## src/rtl/fpu_pkg.sv

```systemverilog
// Shared FPU definitions: ALU-op codes, rounding modes, flag indices, integer saturation values.
package fpu_pkg;

  localparam logic [4:0] FSGNJ_S  = 5'b10001;
  localparam logic [4:0] FSGNJN_S = 5'b10010;
  localparam logic [4:0] FSGNJX_S = 5'b10011;
  localparam logic [4:0] FCVT_W   = 5'b10100;
  localparam logic [4:0] FCVT_WU  = 5'b10101;

  typedef enum logic [2:0] {
    RNE = 3'b000,
    RTZ = 3'b001,
    RDN = 3'b010,
    RUP = 3'b011,
    RMM = 3'b100
  } rm_e;

  localparam int unsigned FLAG_NV = 4;
  localparam int unsigned FLAG_DZ = 3;
  localparam int unsigned FLAG_OF = 2;
  localparam int unsigned FLAG_UF = 1;
  localparam int unsigned FLAG_NX = 0;

  localparam logic [31:0] INT_MAX  = 32'h7FFF_FFFF;
  localparam logic [31:0] INT_MIN  = 32'h8000_0000;
  localparam logic [31:0] UINT_MAX = 32'hFFFF_FFFF;

  // Unpacked operand after alignment; huge marks |x| >= 2^32.
  typedef struct packed {
    logic        sign;
    logic        nan;
    logic        inf;
    logic        huge;
    logic [31:0] mag;
    logic        guard;
    logic        sticky;
    logic [4:0]  op;
    logic [2:0]  rm;
  } s1_t;

endpackage

```

## src/rtl/fpu_round_sat.sv

```systemverilog
// Stage-2 combinational logic: round the aligned magnitude, negate, saturate, raise NV/NX.
module fpu_round_sat import fpu_pkg::*; (
  input  s1_t         s1,
  output logic [31:0] result,
  output logic [4:0]  flags
);

  logic        inc;
  logic        inexact;
  logic        nv;
  logic [32:0] rnd;
  logic [31:0] neg;

  assign inexact = s1.guard | s1.sticky;

  always_comb begin
    case (s1.rm)
      RTZ:     inc = 1'b0;
      RDN:     inc = s1.sign & inexact;
      RUP:     inc = ~s1.sign & inexact;
      RMM:     inc = s1.guard;
      default: inc = s1.guard & (s1.sticky | s1.mag[0]);
    endcase
  end

  assign rnd = {1'b0, s1.mag} + {32'd0, inc};
  assign neg = ~rnd[31:0] + 32'd1;

  always_comb begin
    result = 32'd0;
    nv     = 1'b0;
    flags  = 5'd0;
    if (s1.op == FCVT_W) begin
      if (s1.nan || (s1.inf && !s1.sign)) begin
        result = INT_MAX;
        nv     = 1'b1;
      end else if (s1.inf || s1.huge) begin
        result = s1.sign ? INT_MIN : INT_MAX;
        nv     = 1'b1;
      end else if (!s1.sign) begin
        nv     = rnd > 33'h0_7FFF_FFFF;
        result = nv ? INT_MAX : rnd[31:0];
      end else begin
        // -2^31 itself is representable
        nv     = rnd > 33'h0_8000_0000;
        result = nv ? INT_MIN : neg;
      end
      flags[FLAG_NV] = nv;
      flags[FLAG_NX] = inexact & ~nv;
    end else if (s1.op == FCVT_WU) begin
      if (s1.nan || (!s1.sign && (s1.inf || s1.huge || rnd[32]))) begin
        result = UINT_MAX;
        nv     = 1'b1;
      end else if (s1.sign) begin
        result = 32'd0;
        nv     = s1.inf | s1.huge | (rnd != 33'd0);
      end else begin
        result = rnd[31:0];
      end
      flags[FLAG_NV] = nv;
      flags[FLAG_NX] = inexact & ~nv;
    end
  end

endmodule

```

## src/rtl/fpu_cvt_f2i.sv

```systemverilog
// Two-stage FCVT.W.S / FCVT.WU.S converter with valid/ready handshake on both sides.
// Define FPU_CVT_FFLAGS_EN to drive o_fflags; otherwise the flag outputs are tied to zero.
module fpu_cvt_f2i import fpu_pkg::*; (
  input  logic        i_clk,
  input  logic        i_rst_n,
  input  logic        i_flush,
  input  logic        i_valid,
  output logic        o_ready,
  input  logic [31:0] i_operand_a,
  input  logic [4:0]  i_alu_op,
  input  logic [2:0]  i_rm,
  input  logic [4:0]  i_rd_addr,
  output logic        o_valid,
  input  logic        i_ready,
  output logic [31:0] o_result,
  output logic [4:0]  o_rd_addr,
  output logic [4:0]  o_fflags
);

  s1_t         s1_d, s1_q;
  logic [4:0]  s1_tag_q;
  logic        s1_valid_q;
  logic        s1_advance;
  logic        accept;

  logic [7:0]        exp_f;
  logic [22:0]       man_f;
  logic [23:0]       sig;
  logic signed [9:0] e;
  logic [3:0]        lsh;
  logic [4:0]        rsh;
  logic [48:0]       ext;

  logic [31:0] result_d, result_q;
  logic [4:0]  flags_d;
  logic        valid_q;
  logic [4:0]  rd_q;

  assign exp_f = i_operand_a[30:23];
  assign man_f = i_operand_a[22:0];
  assign sig   = {exp_f != 8'd0, man_f};
  assign e     = (exp_f == 8'd0) ? -10'sd126 : $signed({2'b00, exp_f}) - 10'sd127;
  assign lsh   = 4'(e - 10'sd23);
  assign rsh   = 5'(10'sd23 - e);
  assign ext   = {sig, 25'd0} >> rsh;

  always_comb begin
    s1_d      = '0;
    s1_d.sign = i_operand_a[31];
    s1_d.nan  = (exp_f == 8'hFF) && (man_f != 23'd0);
    s1_d.inf  = (exp_f == 8'hFF) && (man_f == 23'd0);
    s1_d.op   = i_alu_op;
    s1_d.rm   = i_rm;
    if (exp_f != 8'hFF) begin
      if (e > 10'sd31) begin
        s1_d.huge = 1'b1;
      end else if (e >= 10'sd23) begin
        s1_d.mag = {8'd0, sig} << lsh;
      end else if (e >= -10'sd1) begin
        s1_d.mag    = {8'd0, ext[48:25]};
        s1_d.guard  = ext[24];
        s1_d.sticky = |ext[23:0];
      end else begin
        s1_d.sticky = |sig;
      end
    end
  end

  assign s1_advance = s1_valid_q && (!valid_q || i_ready);
  assign o_ready    = !s1_valid_q || s1_advance;
  assign accept     = i_valid && o_ready;

  fpu_round_sat u_round_sat (
    .s1     (s1_q),
    .result (result_d),
    .flags  (flags_d)
  );

  // Flush wins over both accept and drain.
  always_ff @(posedge i_clk or negedge i_rst_n) begin
    if (!i_rst_n) begin
      s1_valid_q <= 1'b0;
      s1_q       <= '0;
      s1_tag_q   <= 5'd0;
      valid_q    <= 1'b0;
      result_q   <= 32'd0;
      rd_q       <= 5'd0;
    end else begin
      if (i_flush)         s1_valid_q <= 1'b0;
      else if (accept)     s1_valid_q <= 1'b1;
      else if (s1_advance) s1_valid_q <= 1'b0;
      if (accept) begin
        s1_q     <= s1_d;
        s1_tag_q <= i_rd_addr;
      end
      if (i_flush)         valid_q <= 1'b0;
      else if (s1_advance) valid_q <= 1'b1;
      else if (i_ready)    valid_q <= 1'b0;
      if (s1_advance) begin
        result_q <= result_d;
        rd_q     <= s1_tag_q;
      end
    end
  end

`ifdef FPU_CVT_FFLAGS_EN
  logic [4:0] flags_q;

  always_ff @(posedge i_clk or negedge i_rst_n) begin
    if (!i_rst_n)        flags_q <= 5'd0;
    else if (s1_advance) flags_q <= flags_d;
  end

  assign o_fflags = flags_q;
`else
  logic unused_flags;
  assign unused_flags = ^flags_d;
  assign o_fflags     = 5'd0;
`endif

  assign o_valid   = valid_q;
  assign o_result  = result_q;
  assign o_rd_addr = rd_q;

endmodule

```

## config.mk

```make
export PLATFORM = sky130hd
export DESIGN_NAME = fpu_cvt_f2i
export DESIGN_NICKNAME = d
export VERILOG_FILES = /design/src/rtl/fpu_pkg.sv /design/src/rtl/fpu_round_sat.sv /design/src/rtl/fpu_cvt_f2i.sv
export SDC_FILE = /design/constraint.sdc
export NUM_CORES = 1
export LEC_CHECK = 0
export BUFFER_PORTS_ARGS = -buffer_cell sky130_fd_sc_hd__buf_2
export CAP_MARGIN = 20
export CORE_MARGIN = 8
export CORE_UTILIZATION = 40
export DETAILED_ROUTE_END_ITERATION = 8
export GPL_ROUTABILITY_DRIVEN = 0
export PLACE_DENSITY = 0.65
export SLEW_MARGIN = 20
export SYNTH_ARGS = -nofsm -noshare
export SYNTH_HDL_FRONTEND = slang
export SYNTH_SLANG_ARGS = --single-unit
```

## constraint.sdc

```tcl
create_clock -name i_clk -period 5 [get_ports i_clk]
set_input_delay 0.5 -clock i_clk [delete_from_list [all_inputs] [get_ports i_clk]]
set_output_delay 0.5 -clock i_clk [all_outputs]
set_load 0.01 [all_outputs]
```

Word level (Yosys, flattened, before mapping) --
Cells that the tools add are included. Widths: inputs -> output; s select.
Operators by class: bitwise gates (word level) 7, magnitude comparators 5, $add $sub $neg 5, reduce and logical (&&, ||, !) cells 23, eq/ne operators 8, shift-type cells 2, muxes and demuxes 25
Operators with widths (number):
- $mux 32 | 11
- $shr 49x5->49 | 1
- $reduce_or 24->1 | 2
- $mux 35 | 1
- $mux 34 | 1
- $add 32x1->33 | 1
- $gt 33x31->1 const B | 1
- $gt 33x32->1 const B | 1
- $add 32x1->32 const B | 1
- $not 32->32 | 1
- $shl 24x4->32 | 1
- $mux 25 | 1
- $logic_not 23->1 | 1
- $reduce_bool 23->1 | 1
- $eq 5x5->1 const B | 2
- $ge 10x1->1 const B | 1
- $ge 10x6->1 const B | 1
- $gt 10x6->1 const B | 1
- $mux 10 | 1
- $sub 8x7->9 const B | 1
- $eq 8x8->1 const B | 1
- $logic_not 8->1 | 1
- $mux 1 | 8
- $ne 8x8->1 const B | 1
- other kinds (15) | 32
Storage, ports and cells: logic and storage cells 89, bits of input ports 50, output and inout bits 44, bits in registers 90

Logic depth before layout (Yosys ltp) --
Gate-level depths: netlist of the first run.
depth after elaboration 11, mapped depth 22, gate-level depth less buffers 17

Hierarchy --
A second synthesis of the first run with hierarchy kept.
Second synthesis, totals: cell total of the unflattened synthesis 1283, area total of the unflattened synthesis 10112.2 µm²
By module, submodules not included:
- fpu_cvt_f2i | times used 1, area each 6891.6 µm², sequential area each 2252.2 µm², cells each 768
- fpu_round_sat | times used 1, area each 3220.6 µm², sequential area each 0.0 µm², cells each 515

Least setup slack after synthesis of the first run --
No wires, ideal clock.
path type reg2reg, start reg s1_q[45] in the netlist's numbering, end reg result_q[14], in the netlist o_result[14], path buffers 5, stages on the path, launching flop included 22, data required time 4.935 ns, arrival time 4.498 ns, setup slack 0.437 ns, cell sequence dfrtp_1 > clkbuf_1 > clkbuf_1 > xnor2_1 > nor3b_1 > a21oi_1 > nor2_1 > ha_1 > ha_1 > buf_4 > and3_1 > buf_4 > nand2_1 > buf_2 > o31a_1 > nor4_4 > nand4_4 > nor4_4 > a21oi_2 > or3_1 > a31oi_1 > o22a_1
Between the ends: word-level cells in the longest chain between the ends 11, elaborated cells on any way between the ends 25
Ends and longest elaborated chain:
- start, declared | RTL line fpu_cvt_f2i.sv:20 | s1_t s1_d, s1_q;
- start signal, assigned | RTL line fpu_cvt_f2i.sv:83 | s1_q <= '0;
- start signal, assigned | RTL line fpu_cvt_f2i.sv:93 | s1_q <= s1_d;
- $not 1->1 | RTL line fpu_round_sat.sv:20 | RUP: inc = ~s1.sign & inexact;
- $and 1x1->1 | RTL line fpu_round_sat.sv:20
- $pmux 1 s4 | RTL line fpu_round_sat.sv:17 | case (s1.rm)
- $add 32x1->33 | RTL line fpu_round_sat.sv:26 | assign rnd = {1'b0, s1.mag} + {32'd0, inc};
- $not 32->32 | RTL line fpu_round_sat.sv:27 | assign neg = ~rnd[31:0] + 32'd1;
- $add 32x1->32 | RTL line fpu_round_sat.sv:27
- $mux 32 | RTL line fpu_round_sat.sv:46 | result = nv ? INT_MIN : neg;
- $mux 32 | RTL line fpu_round_sat.sv:40 | end else if (!s1.sign) begin
- $mux 32 | RTL line fpu_round_sat.sv:37 | end else if (s1.inf || s1.huge) begin
- $mux 32 | RTL line fpu_round_sat.sv:34 | if (s1.nan || (s1.inf && !s1.sign)) begin
- $mux 32 (*) | RTL line fpu_round_sat.sv:33 | if (s1.op == FCVT_W) begin
- end signal, assigned | RTL line fpu_cvt_f2i.sv:100 | result_q <= result_d;
- end, declared | RTL line fpu_cvt_f2i.sv:34 | logic [31:0] result_d, result_q;
Every way passes the cells marked *; elsewhere a longest branch is shown, timed or not. A chain may end at the register's enable or synchronous reset.

Worst setup path in the final report of the first run --
start reg s1_q[0] in the netlist's numbering, end reg result_q[13], in the netlist o_result[13]
Between the ends: word-level cells in the longest chain between the ends 10, elaborated cells on any way between the ends 22
Ends and longest elaborated chain (RTL line):
- $eq 3x3->1, or another cell as far along | fpu_round_sat.sv:17
- $pmux 1 s4 (*) | fpu_round_sat.sv:17
- $add 32x1->33 (*) | fpu_round_sat.sv:26
- $not 32->32 | fpu_round_sat.sv:27
- $add 32x1->32 | fpu_round_sat.sv:27
- $mux 32 | fpu_round_sat.sv:46
- $mux 32 | fpu_round_sat.sv:40
- $mux 32 | fpu_round_sat.sv:37
- $mux 32 | fpu_round_sat.sv:34
- $mux 32 (*) | fpu_round_sat.sv:33
Marked as above.

==> results.md, run 1 <==
* Status: complete, no violations
* WL/cell at between 15 and 20 µm
* Post-Synth Simple-Gate Area at approximately 27%
* Most frequent cells in the layout: 174 x nand2_1, 102 x mux2i_1, 101 x nor2_1
* Post-synth EDFFs at 0
* Synth Area in XOR/XNOR at between 4 and 5%
* Count of cell types in the netlist at 83
* Rows at 55
* Mapped Cells at ~1200
* Met2 Use GR at 32.6%
* Syn Area/Cell at approximately 7.7 µm²
* Vias per inst at a little over 6
* Starting DRC count in detailed routing at 918
* Core outline area at between 20000 and 25000 µm²
* Nets at between 1000 and 1500
* Critical Path AT at 4.92 ns
* CTS Buf Count at 9
* All-Layer GR Usage at approximately a fifth
* Worst VDD drop at about 170 µV
* Hold violation total from the final report at 0
* Unrepaired setup endpoints after global routing: false
* FF+latch count, synth at 90
* WS Path Type: register to register
* Placed Area at about 9800 µm²
* Syn Std Cell Area at ~9000 µm²
* Die height at roughly 170 µm
* TritonCTS sink count at 90
* Drt first pass iters at 6
* Cell area after layout at about 10000 µm²
* CP startpoint kind: register
* Sw Pwr at 1.12 mW
* Vias in the first global route at just over 9000
* Ports at 94
* Global-route wire length before repair at 48800 µm
* Register area share after synthesis at about a quarter
* Worst-margin pin slew at between 0.8 and 0.9 ns
* Crit Path Max Fanout at 12
* Hold_buf cts at 0
* Design Power at around 2.9 mW
* Setup TNS Final at 0 ns
* Crit-path cells: xnor2_1 > nor3b_1 > nor2_1 > nor2_1 > ha_1 > ha_1 > and3_1 > nand2_1 > nor4_1 > xnor2_1 > o211ai_1 > nor3_2 > a21oi_4 > nor2_4 > buf_4 > nand3_1 > a31oi_1
* Mux contribution to synthesized area at between 10 and 15%
* Asr flop ratio synth at between 90% and 100%
* Final Max Slew Viols at 0
* Initial Util at ~40%
* GR Overflow Total at 0
* HP Class: primary input to async pin
* Share of cells above drive strength 1 at 16.0%
* Crit. End Element: register
* Max Freq at between 0.2 and 0.25 GHz
* Adder-Cell Fraction of Synth Area at roughly 1.2%
* CP peak stage delay at approximately 0.41 ns
* Number of max-cap violations at 0
* Period minus WS final at between 4 and 5 ns
* Clock transition at the registers of the reported paths at 0.06 ns
* Hpwl dp at 23000 µm
* Met3 Track Usage GR at roughly 3.2%
* H-tree Lvls at 3
* Max-slew headroom at approximately two fifths
* Max clock buf depth at 2
* Cells after DPL at about 1500
* Clk root buf: clkbuf_16
* Largest net degree at the start of global routing at 60
* Vias post-DR at about 9600
* Clk pwr share at between 20% and 30%
* Final cell count without fillers at 1540
* GR Layer Usage met1 at approximately 28%
* Antenna viol nets, final at 0
* DRC errors left at 0
* Largest family of logic cells by synthesized area: simple AND/OR/NAND/NOR gates
* Most Crowded Layer GR: met2
* N_diodes at 0
* Critical path required time at ~5.3 ns
* Sequential share of power at between 30% and 40%
* Final setup viols at 0
* Clk_lat worst skew at 0.35 ns
* Ys flop type: dfrtp_1
* IO Port Bufs at around 90
* Compound-Gate Fraction of Synth Area at 23.9%
* Initial antenna violation count at 0
* Worst Clk Skew at 0.00480 ns
* Die Width at around 170 µm
* Switching share of total power at around two fifths
* PwrDens at roughly 280 nW/µm²
* Die area at between 20000 and 30000 µm²
* Final Cycle Share at 93.0%
* Wirelength, routed at between 30000 and 40000 µm
* Static leakage at approximately 4.4 nW
* Combinational power share at 41.9%
* Hold Slack at 0.167 ns
* Area Overhead vs Synth at 12.2%
* Int Pwr at 1.74 mW
* Commonest non-fill, non-tap cell in the layout: nand2_1
* Ys Warns at 0
* Clock tree from TritonCTS: yes
* Slowest cell on the critical path: dfrtp_1
## stage by stage
stage | setup WS, ns | util (%)
CTS | 0.269 | 45.1
detailed placement | 0.295 | 43.6
global route | 0.0128 | 45.4
floorplan | 0.437 | -
global placement | 0.449 | 43.6
finish | 0.348 | 45.4
## cell families after synthesis
group | after synthesis
flip-flops | 90
buffers and inverters | 99
multiplexers | 124
AO/OA/AOI/OAI | 340
adder cells (fa/ha/maj) | 9
other | 1
XOR/XNOR | 44
AND/OR/NAND/NOR | 486
## what timing repair did
item / in CTS / in global routing
endpoints found under the setup margin: 0 / 20
resized for setup: 0 / 5
setup buffers: 0 / 6
## final timing paths
path,startpoint,to,slack (ns),cells after the start
setup / recovery,s1_q[0]$_DFFE_PN0P_,o_result[13]$_DFFE_PN0P_,0.35,17
hold / removal,i_rst_n,o_result[24]$_DFFE_PN0P_,0.17,1
setup reg to reg,s1_q[0]$_DFFE_PN0P_,o_result[13]$_DFFE_PN0P_,0.35,17
hold reg to reg,s1_tag_q[4]$_DFFE_PN0P_,o_rd_addr[4]$_DFFE_PN0P_,0.47,2
max in group asynchronous,i_rst_n,s1_q[0]$_DFFE_PN0P_,3.85,2
min in group i_clk,i_flush,o_valid$_DFFE_PN0P_,0.30,2
## power groups by stage
stage / clock, mW / combinational (mW) / sequential [mW]
floorplan: 0 / 0.819 / 0.883
global placement: 0 / 1.15 / 0.892
detailed placement: 0 / 1.15 / 0.894
CTS: 0.795 / 1.16 / 0.881
global route: 0.831 / 1.30 / 0.894
finish: 0.785 / 1.20 / 0.882
## synthesized netlist by cell type, types with 16 or more instances
master / n / area (µm²)
a31oi_1: 28 / 175
mux2i_1: 102 / 1020
nand4_1: 16 / 100
mux2_2: 21 / 236
xnor2_1: 24 / 210
xor2_1: 20 / 175
nor4_1: 23 / 144
and3_1: 20 / 125
a211oi_1: 16 / 120
nand2_1: 175 / 657
nand3_1: 42 / 210
nor2_1: 101 / 379
buf_2: 17 / 85.1
dfrtp_1: 90 / 2250
a21oi_1: 70 / 350
clkbuf_1: 50 / 188
o21ai_0: 89 / 445
nor3_1: 29 / 145
## worst max-delay path, delay by kind of cell, from the launching register on
family                   cells  cell delay, ns
flip-flops                   1            0.41
AND/OR/NAND/NOR              9            2.22
AO/OA/AOI/OAI                3            0.71
XOR/XNOR                     2            0.49
adder cells (fa/ha/maj)      2            0.57
buffers and inverters        1            0.17
## final cells by class
cell class | count | area (µm²)
Clock buffer | 10 | 229
Clock inverter | 6 | 115
Fill cell | 2298 | 12300
Inverter | 14 | 52.6
Multi-Input combinational cell | 1008 | 6510
Sequential cell | 90 | 2250
Tap cell | 285 | 357
Timing Repair Buffer | 127 | 736
## metal layers
layer / routed length, µm / share of wire [%]
met1: 13800 / 46
met2: 13100 / 44
met4: 1110 / 3.7
met3: 2070 / 6.9
met5: 0 / 0
## sequential cells by signal (all words and copies together), names as in the netlist
| name | flops |
|---|---|
| o_result | 32 |
| s1_tag_q | 5 |
| o_rd_addr | 5 |
| s1_q | 46 |
| s1_valid_q | 1 |
| o_valid | 1 |
(Power assumes the default switching activity.)
==> run 2, diff against run 1 <==
==> constraint.sdc (replaced) <==
create_clock -name i_clk -period 5.4 [get_ports i_clk]
set_input_delay 0.54 -clock i_clk [delete_from_list [all_inputs] [get_ports i_clk]]
set_output_delay 0.54 -clock i_clk [all_outputs]
set_load 0.01 [all_outputs]
==> run 2 against run 1 <==
  * Critical path depth fell by 1
  * Setup slack improved by 0.16 ns
  * Final cell count fell by 0.97%
  * Combinational power fell by 10%
  * Routed wire length fell by 3.0%
  * Worst hold slack got worse by 0.014 ns
  * Die area did not move
  * Maximum frequency fell by 4.9%
  * Largest power group unchanged
  * Global-route usage fell by 0.39 points
  * Sequential share of layout area rose by 0.42 points
==> results.md, run 2 (synthesis gave the netlist of run 1 again) <==
* Number of fill cells at roughly 2300
* Clock transition at the registers of the reported paths at ~0.070 ns
* Combinational power share at between 40% and 50%
* Switching share of total power at around two fifths
* Antenna viol nets, final at 0
* CP startpoint kind: register
* Final WS setup at slightly above 0.5 ns
* Post-CTS setup buffers at 0
* Wirelength, routed at 29200 µm
* Commonest non-fill, non-tap cell in the layout: nand2_1
* Final setup viols at 0
* Hold violation total from the final report at 0
* Global-route wire length before repair at about 48000 µm
* Final Max Slew Viols at 0
* Sequential share of power at roughly 33%
* Area Overhead vs Synth at 10.0%
* Drt first pass iters at 6
* Die area at about 28000 µm²
* WL/cell at 19.1 µm
* Worst VDD drop at 142 µV
* Hpwl dp at about 23000 µm
* FF-to-FF path depth at 16
* Status: complete, no violations
* Biggest register: s1_q
* Crit Path Max Fanout at 11
* Static leakage at ~4.3 nW
* CTS Buf Count at 9
* Clk pwr share at between 20% and 30%
* Worst R2R Setup Slack at 0.51 ns
* Max Freq at 0.204 GHz
* PwrDens at 249 nW/µm²
* GR Overflow Total at 0
* Largest register FFs at between 40 and 50
* IO Port Bufs at 88
* Rows at 55
* Initial antenna violation count at 0
* Worst-margin pin slew at 0.901 ns
* Cells after DPL at approximately 1500
* Vias post-DR at 9410
* Largest net degree at the start of global routing at 60
* Die height at 167 µm
* All-Layer GR Usage at about a fifth
* Critical Path AT at 5.16 ns
* Final Cycle Share at between 90 and 100%
* Int Pwr at approximately 1.5 mW
* DRC errors left at 0
* Setup TNS Final at 0 ns
* Worst Clk Skew at 0.0134 ns
* Vias in the first global route at 8893
* H-tree Lvls at 3
* HP Class: primary input to async pin
* N_diodes at 0
* Ports at 94
* Die Width at roughly 170 µm
* Max-slew headroom at 39.8%
* Nets at approximately 1300
* Final cell count without fillers at roughly 1500
* Max clock buf depth at 2
* Cell area after layout at 10100 µm²
* Vias per inst at between 6 and 7
* Placed Area at slightly below 10000 µm²
* Share of cells above drive strength 1 at between 10% and 20%
* Unrepaired setup endpoints after global routing: false
* Starting DRC count in detailed routing at about 1000
* TritonCTS sink count at 90
* Critical path required time at between 5 and 6 ns
* Clk root buf: clkbuf_16
* Setup WS pre-CTS at ~0.55 ns
* Period minus WS final at slightly below 5 ns
* Most frequent cells in the layout: 174 x nand2_1, 102 x mux2i_1, 101 x nor2_1
* Sw Pwr at 1.04 mW
* Hold_buf cts at 0
* Clock tree from TritonCTS: yes
* Number of max-cap violations at 0
* Core outline area at ~23000 µm²
* Crit. End Element: register
* Initial Util at between 40% and 50%
* Clk_lat worst skew at between 0.3 and 0.4 ns
* WS Path Type: register to register
run 2: layer usage:
layer  routed length (µm)  global-route usage, %  vias up
met5                    0                      0        -
met4                 1070                   9.08        0
met3                 2330                   3.57       72
met2                12700                   31.6      469
met1                13100                   27.9     4343
li1                     -                      -     4526
run 2: final cells by class:
class / count / area [µm²] / area share (%)
multi-input combinational: 1008 / 6490 / 64.5
sequential: 90 / 2250 / 22.4
timing repair buffer: 112 / 623 / 6.19
tap: 285 / 357 / 3.54
clock buffer: 10 / 229 / 2.28
clock inverter: 6 / 57.6 / 0.572
inverter: 14 / 52.6 / 0.522
run 2: power by group through the flow:
stage	registers, mW	logic (mW)	clock network [mW]
floorplan	0.818	0.758	0
global placement	0.826	1.05	0
detailed placement	0.828	1.05	0
CTS	0.815	1.06	0.624
global route	0.827	1.18	0.648
finish	0.816	1.08	0.608
run 2: repair_timing:
item / in CTS / in global routing
resized for setup: 0 / 1
endpoints found under the hold margin: 0 / 0
endpoints found under the setup margin: 0 / 3
run 2: path summary, 6_finish.rpt:
path | from | endpoint
min in group i_clk | i_flush | o_valid$_DFFE_PN0P_
setup / recovery | s1_q[0]$_DFFE_PN0P_ | o_result[25]$_DFFE_PN0P_
max in group asynchronous | i_rst_n | s1_q[5]$_DFFE_PN0P_
hold reg to reg | s1_tag_q[3]$_DFFE_PN0P_ | o_rd_addr[3]$_DFFE_PN0P_
hold / removal | i_rst_n | o_result[24]$_DFFE_PN0P_
setup reg to reg | s1_q[0]$_DFFE_PN0P_ | o_result[25]$_DFFE_PN0P_
run 2: metrics by stage:
step / total power, mW / hold WS [ns] / utilization [%]
floorplan: 1.58 / 0.244 / -
global placement: 1.88 / 0.438 / 43.3
detailed placement: 1.88 / 0.446 / 43.3
CTS: 2.50 / 0.172 / 44.5
global route: 2.66 / 0.193 / 44.6
finish: 2.50 / 0.153 / 44.6
run 2: critical path, cell delays in order (launching register included):
cell	delay [ns]
dfrtp_1	0.40
xnor2_1	0.13
nor3b_1	0.24
a21oi_1	0.11
nor2_1	0.09
ha_1	0.29
ha_1	0.39
and3_1	0.41
nand2_1	0.30
o31a_1	0.37
nor4_4	0.36
nand4_4	0.20
nor4_4	0.47
a21oi_2	0.28
nor2_4	0.34
a31oi_1	0.15
a211oi_1	0.26
